<file path="src/rtl/dmac_pkg.sv">
// Shared types and constants for the DMAC peripheral-side descriptor slave.
// The AHB transfer-type encoding is also used by the DMAC itself.
package dmac_pkg;

    typedef enum logic [1:0] {
        HT_IDLE    = 2'b00,
        HT_BUSY    = 2'b01,
        HT_NON_SEQ = 2'b10,
        HT_SEQ     = 2'b11
    } HTrans_t;

    typedef enum logic {
        RESP_OKAY  = 1'b0,
        RESP_ERROR = 1'b1
    } resp_t;

    typedef enum logic [2:0] {
        B_IDLE,
        B_WAIT,
        B_LAST,
        B_ERR1,
        B_ERR2
    } bus_state_t;

    // Encoded so that bit 1 is busy and bit 0 is the request line.
    typedef enum logic [1:0] {
        R_IDLE = 2'b00,
        R_SERV = 2'b10,
        R_PEND = 2'b11
    } req_state_t;

    localparam logic [3:0] SRC_OFS  = 4'h0;
    localparam logic [3:0] DST_OFS  = 4'h4;
    localparam logic [3:0] SIZE_OFS = 4'h8;
    localparam logic [3:0] CTRL_OFS = 4'hC;

    localparam logic [1:0] SIZE_IDX   = 2'd2;
    localparam logic [1:0] CTRL_IDX   = 2'd3;
    localparam logic [2:0] HSIZE_WORD = 3'b010;

    function automatic logic [1:0] ofs_to_idx(input logic [3:0] ofs);
        return ofs[3:2];
    endfunction

endpackage

</file>
<file path="src/rtl/dmac_desc_regfile.sv">
// Four-word transfer descriptor. The bus port overrides the local port on the
// same register; rd_next returns the value a register holds after this edge.
module dmac_desc_regfile
    import dmac_pkg::*;
(
    input  logic        clk,
    input  logic        rst,
    input  logic        bus_we,
    input  logic [1:0]  bus_idx,
    input  logic [31:0] bus_wdata,
    input  logic        cfg_we,
    input  logic [1:0]  cfg_idx,
    input  logic [31:0] cfg_wdata,
    input  logic [1:0]  rd_idx,
    output logic [31:0] rd_next,
    output logic        ctrl_repeat
);

    logic [31:0] regs_q [4];
    logic [31:0] regs_d [4];

    always_comb begin
        for (int i = 0; i < 4; i++) begin
            regs_d[i] = regs_q[i];
            if (cfg_we && cfg_idx == 2'(i)) regs_d[i] = cfg_wdata;
            if (bus_we && bus_idx == 2'(i)) regs_d[i] = bus_wdata;
        end
        // Only the low half of SIZE is implemented.
        regs_d[SIZE_IDX][31:16] = '0;
    end

    always_ff @(posedge clk or posedge rst) begin
        if (rst) begin
            for (int i = 0; i < 4; i++) regs_q[i] <= '0;
        end else begin
            for (int i = 0; i < 4; i++) regs_q[i] <= regs_d[i];
        end
    end

    // Reading the next value lets a read directly behind a write see the new data.
    assign rd_next     = regs_d[rd_idx];
    assign ctrl_repeat = regs_q[CTRL_IDX][0];

endmodule

</file>
<file path="src/rtl/dmac_peri_desc_slave.sv">
// AHB-Lite responder serving the DMAC descriptor fetch, plus the DMA request
// handshake (arm -> request -> ack -> service -> done).
module dmac_peri_desc_slave
    import dmac_pkg::*;
#(
    parameter int ADDR_W      = 12,
    parameter int WAIT_STATES = 1,
    parameter bit AUTO_REARM  = 1'b0
) (
    input  logic              clk,
    input  logic              rst,
    input  logic              HSel,
    input  logic [ADDR_W-1:0] HAddr,
    input  logic [1:0]        HTrans,
    input  logic              HWrite,
    input  logic [2:0]        HSize,
    input  logic [31:0]       HWData,
    input  logic              HReady,
    output logic [31:0]       HRData,
    output logic              HReadyOut,
    output logic              HResp,
    input  logic              cfg_we,
    input  logic [1:0]        cfg_idx,
    input  logic [31:0]       cfg_wdata,
    input  logic              arm,
    input  logic              ReqAck,
    input  logic              xfer_done,
    output logic              DmacReq,
    output logic              busy
);

    localparam logic [2:0]        WS_LOAD  = (WAIT_STATES == 0) ? 3'd0 : 3'(WAIT_STATES - 1);
    localparam logic [ADDR_W-1:0] IDX_BITS = ADDR_W'(12);

    bus_state_t bus_q, bus_d;
    req_state_t req_q, req_d;
    logic [2:0]  cnt_q, cnt_d;
    logic [1:0]  lat_idx;
    logic        lat_write;
    logic [31:0] hrdata_q;
    logic        hready_out;
    logic        accept;
    logic        bad;
    logic [1:0]  addr_idx;
    logic [1:0]  rd_idx;
    logic        rd_is_read;
    logic        bus_we;
    logic [31:0] rd_next;
    logic        ctrl_repeat;

    assign hready_out = (bus_q == B_IDLE) || (bus_q == B_LAST) || (bus_q == B_ERR2);
    assign accept     = HSel && HReady && hready_out &&
                        (HTrans == HT_NON_SEQ || HTrans == HT_SEQ);
    assign addr_idx   = ofs_to_idx(HAddr[3:0]);
    assign bad        = (HSize != HSIZE_WORD) || (|(HAddr & ~IDX_BITS)) || (HWrite && busy);

    always_comb begin
        bus_d = bus_q;
        cnt_d = cnt_q;
        case (bus_q)
            B_WAIT: begin
                if (cnt_q == 3'd0) bus_d = B_LAST;
                else               cnt_d = cnt_q - 3'd1;
            end
            B_ERR1: bus_d = B_ERR2;
            default: begin
                bus_d = B_IDLE;
                if (accept) begin
                    if (bad) begin
                        bus_d = B_ERR1;
                    end else if (WAIT_STATES == 0) begin
                        bus_d = B_LAST;
                    end else begin
                        bus_d = B_WAIT;
                        cnt_d = WS_LOAD;
                    end
                end
            end
        endcase
    end

    // The transfer entering completion is either the stalled one or, with no
    // wait states, the one being accepted right now.
    assign rd_idx     = (bus_q == B_WAIT) ? lat_idx : addr_idx;
    assign rd_is_read = (bus_q == B_WAIT) ? !lat_write : !HWrite;
    assign bus_we     = (bus_q == B_LAST) && lat_write;

    always_ff @(posedge clk or posedge rst) begin
        if (rst) begin
            bus_q     <= B_IDLE;
            cnt_q     <= '0;
            lat_idx   <= '0;
            lat_write <= 1'b0;
            hrdata_q  <= '0;
        end else begin
            bus_q <= bus_d;
            cnt_q <= cnt_d;
            if (accept) begin
                lat_idx   <= addr_idx;
                lat_write <= HWrite;
            end
            if (bus_d == B_LAST && rd_is_read) hrdata_q <= rd_next;
        end
    end

    always_comb begin
        req_d = req_q;
        case (req_q)
            R_IDLE:  if (arm)       req_d = R_PEND;
            R_PEND:  if (ReqAck)    req_d = R_SERV;
            R_SERV:  if (xfer_done) req_d = (AUTO_REARM && ctrl_repeat) ? R_PEND : R_IDLE;
            default: req_d = R_IDLE;
        endcase
    end

    always_ff @(posedge clk or posedge rst) begin
        if (rst) req_q <= R_IDLE;
        else     req_q <= req_d;
    end

    dmac_desc_regfile u_regs (
        .clk         (clk),
        .rst         (rst),
        .bus_we      (bus_we),
        .bus_idx     (lat_idx),
        .bus_wdata   (HWData),
        .cfg_we      (cfg_we && !busy),
        .cfg_idx     (cfg_idx),
        .cfg_wdata   (cfg_wdata),
        .rd_idx      (rd_idx),
        .rd_next     (rd_next),
        .ctrl_repeat (ctrl_repeat)
    );

    assign HRData    = hrdata_q;
    assign HReadyOut = hready_out;
    assign HResp     = (bus_q == B_ERR1 || bus_q == B_ERR2) ? RESP_ERROR : RESP_OKAY;
    assign DmacReq   = (req_q == R_PEND);
    assign busy      = (req_q != R_IDLE);

endmodule

</file>
<file path="config.mk">
export PLATFORM = sky130hd
export DESIGN_NAME = dmac_peri_desc_slave
export DESIGN_NICKNAME = d
export VERILOG_FILES = /design/src/rtl/dmac_pkg.sv /design/src/rtl/dmac_desc_regfile.sv /design/src/rtl/dmac_peri_desc_slave.sv
export SDC_FILE = /design/constraint.sdc
export NUM_CORES = 1
export LEC_CHECK = 0
export BUFFER_PORTS_ARGS = -buffer_cell sky130_fd_sc_hd__buf_2
export CAP_MARGIN = 20
export CORE_ASPECT_RATIO = 0.5
export CORE_UTILIZATION = 30
export DETAILED_ROUTE_END_ITERATION = 8
export GPL_TIMING_DRIVEN = 0
export MAX_ROUTING_LAYER = met4
export PLACE_DENSITY = 0.45
export SETUP_SLACK_MARGIN = 0.2
export SLEW_MARGIN = 20
export SYNTH_ARGS = -nofsm -noshare
export SYNTH_HDL_FRONTEND = slang
export SYNTH_SLANG_ARGS = --single-unit
</file>
<file path="constraint.sdc">
create_clock -name clk -period 5.6 [get_ports clk]
set_input_delay 0.28 -clock clk [delete_from_list [all_inputs] [get_ports clk]]
set_output_delay 0.28 -clock clk [all_outputs]
set_load 0.005 [all_outputs]
</file>
==> qor.csv <==
stage;metric;value;unit
synth;yosys.area_share.simple;24.3;%
drt;viasPerCell;5.58;
synth;synth_xor_area_share;0.105;%
synth;yosys-mux-area-fraction;1.92;%
synth;synth_adder_area_share;0.750;%
power;power_density;495;nW/µm²
synth;synth_ff_type;dfrtp_1;
critical_path;cp-end-kind;register;
power;netSwitchingPower;1.91;mW
synth;synth_top_cell_by_area;dfrtp_1;
critical_path;slowest_stage;a2111oi_0;
global_route;grt_max_degree;79;
drt;drt_iter0_markers;671;
synth;synth_fp_nets;1061;
placed_design;placed_area;9470;µm²
synth;syn_inst;964;
worst_hold_path;hold_path_depth;3;
power;p_comb_share;39.3;%
synth;ys_seq_elements;155;
floorplan;coreArea;26900;µm²
timing;timing.fmax;0.360;GHz
timing;setup_viol;0;
cts;clock_latency;0.45;ns
placed_design;place_ws;2.85;ns
critical_path;cp.arrival;3.07;ns
power;ir_worst_vdd;0.250;mV
status;run_status;complete, no violations;
cts;clk_pin_slew;0.06;ns
cts;cts_buffer_depth;2;
synth;ys_top_cells_by_area;dfrtp_1 (46%), nand2_1 (11%), a31oi_1 (8.3%), a311oi_1 (5.0%), nor3_1 (4.9%);
critical_path;crit_required;5.90;ns
placed_design;port_buffers;124;
drt;ant_nets;0;
cts;root_buffer;clkbuf_16;
global_route;grt-ovfl-total;0;
synth;synth_top_area_share;46.5;%
cts;ctsResizeCount;0;
synth;async_flop_share;100;%
synth;ys_warn_count;0;
timing;drv_slew;0;
cells_and_area;drive_above_1_share;20.2;%
critical_path;cpPeakStageDelay;0.58;ns
timing;hold_ws;0.0427;ns
global_route;grt_pass1_wl;49500;µm
timing;fin_crit_sh;49.5;%
global_route;grt_pass1_vias;8223;
floorplan;rows;42;
worst_hold_path;hold_start;HWrite;
cells_and_area;diodes;0;
power;fin_total_pwr;4.97;mW
synth;ys_seq_area_share;46.5;%
critical_path;worst_r2r_endpoint;HRData[1]$_DFFE_PP0P_;
synth;synth_edf_count;0;
worst_hold_path;hold_class;primary input to register;
global_route;track_usage;24.0;%
timing;max_slew.worst_pin.slew;0.834;ns
synth;synth_top_family_by_area;simple AND/OR/NAND/NOR gates;
drt;vias;8345;
timing;finalHoldViolCount;0;
power;p_int;3.06;mW
run;max-cap-violations;0;
power;p_sw_share;38.4;%
cts;numCtsBuffers;17;
synth;mappedNetlistArea;8340;µm²
timing;slew_headroom;44.4;%
critical_path;crit_type;register to register;
drt;wire_per_inst;21.6;µm
critical_path;rrSetupSlack;2.83;ns
drt;drc_errors;0;
critical_path;crit_path_start_kind;register;
floorplan;ios;128;
critical_path;reg2regPathDepth;7;
synth;syn_avg_cell_area;8.66;µm²
cts;cts_tree;built;
drt;routed_wl;32400;µm
timing;rsz0062_at_grt;false;
global_route;antenna_found_initial;0;
critical_path;r2r-start;bus_q[1]$_DFF_PP0_;
synth;ys_types;46;
placed_design;place_congestion;0.831;
drt;firstDrtPassIters;5;
floorplan;dieWidth;238;µm
critical_path;path_max_fanout;10;
cells_and_area;stdcell_area;10000;µm²
power;p_seq_share;37.1;%
critical_path;path_cells;nor3b_2 > buf_6 > mux2i_4 > buf_2 > a311oi_1 > a2111oi_0 > a21oi_1;
floorplan;die_area;28500;µm²
synth;synth_compound_area_share;20.5;%
cts;cts.sinks;155;
cells_and_area;fillers;2797;
cts;h-tree-depth;4;
placed_design;post-dp-hpwl;22500;µm
timing;fin_skew;0.00961;ns
cells_and_area;area_delta_synth_final;20.4;%
floorplan;start_util;31.1;%
timing;post-route-min-period;2.77;ns
worst_hold_path;hold_end;lat_write$_DFFE_PP0P_;
power;p_clk_share;23.6;%
floorplan;die_height;120;µm
cells_and_area;final_nets;1206;
timing;worst_slack;2.83;ns
power;leakagePower;4.18;nW
registers in the layout, summed over array words and instances (netlist names):
name and flops:
HRData 32, bus_q 3, cnt_q 3, lat_idx 2, lat_write 1, req_q 2, u_regs.ctrl_repeat 1, u_regs.regs_q 111
Yosys cell counts (all sizes together) (3+ instances only):
library cell / instances
buf: 58
nor2: 69
nand3: 8
o21ai: 6
clkbuf: 30
nand2: 242
a31oi: 121
nor3: 82
nand2b: 3
nand4b: 3
nor2b: 4
a311oi: 48
or2: 5
ha: 5
nand4: 27
a21oi: 25
dfrtp: 155
o2111ai: 16
inv: 8
mux2i: 12
a2111oi: 17
final cells by class:
class | count | area, µm² | area share, %
tap | 374 | 468 | 4.66
sequential | 155 | 3880 | 38.6
clock buffer | 20 | 447 | 4.45
buffer | 88 | 470 | 4.68
timing repair buffer | 126 | 658 | 6.55
multi-input combinational | 713 | 3970 | 39.5
inverter | 8 | 37.5 | 0.374
clock inverter | 12 | 124 | 1.23
timing repair:
item / CTS / global route
endpoints found under the setup margin: 0 / 0
setup buffers: 0 / 0
hold endpoints to repair: 77 / 0
hold buffers: 1 / 0
how the worst max path moves through the flow:
stage / start / endpoint / slack (ns) / depth (start not counted)
6_report: bus_q[1]$_DFF_PP0_ / HRData[1]$_DFFE_PP0P_ / 2.83 / 7
5_1_grt: bus_q[0]$_DFF_PP0_ / HRData[1]$_DFFE_PP0P_ / 2.74 / 6
4_1_cts: bus_q[0]$_DFF_PP0_ / HRData[1]$_DFFE_PP0P_ / 2.82 / 7
3_5_place_dp: bus_q[0]$_DFF_PP0_ / HRData[1]$_DFFE_PP0P_ / 2.85 / 7
3_3_place_gp: rst / HRData[8]$_DFFE_PP0P_ / -1.42 / 2
2_1_floorplan: rst / HRData[0]$_DFFE_PP0P_ / 1.14 / 1
placed cells by master (no fill, tap or decap), drive strengths merged, types with 4 or more instances in the layout:
cell,synthesis,final
nand2,242,242
buf,58,183
dfrtp,155,155
a31oi,121,121
nor3,82,82
nor2,69,69
clkbuf,30,50
a311oi,48,48
nand4,27,27
a21oi,25,25
a2111oi,17,17
o2111ai,16,16
mux2i,12,12
nand3,8,8
inv,8,8
clkinv,0,6
o21ai,6,6
or2,5,5
ha,5,5
nor2b,4,4
clkinvlp,0,4
power by group through the flow:
stage | sequential, mW | clock [mW] | combinational [mW]
after floorplan | 1.83 | 0 | 1.30
after global placement | 1.86 | 0 | 1.90
after detailed placement | 1.86 | 0 | 1.94
after CTS | 1.85 | 1.19 | 1.94
after global routing | 1.90 | 1.23 | 2.17
final | 1.85 | 1.17 | 1.95
critical path: cells and delay by family, from the launching register on:
| kind | cells | cell delay, ns |
|---|---|---|
| compound gates | 3 | 0.83 |
| buf+inv | 2 | 0.59 |
| flops | 1 | 0.44 |
| mux | 1 | 0.43 |
| simple gates | 1 | 0.32 |
cells by family after synthesis:
kind of cell	Yosys count
buffers and inverters	96
and+or+nand+nor	458
xor gates and xnor gates	1
muxes	13
AOI/OAI and AO/OA	236
adders and majority gates	5
DFF	155
stage by stage:
stage	utilization [%]	cells	setup TNS, ns
2_1_floorplan	-	964	0
3_3_place_gp	35.1	1462	-216.39
3_5_place_dp	35.3	1463	0
4_1_cts	37.4	1496	0
5_1_grt	37.4	1496	0
6_report	37.4	1496	0
layer usage:
metal  share of wire [%]  track usage, %
met4                 1.7            7.62
met2                  45            36.9
met5                   0               -
met1                  48            32.8
met3                 5.3            3.27
Power figures use the tool's default switching activity.
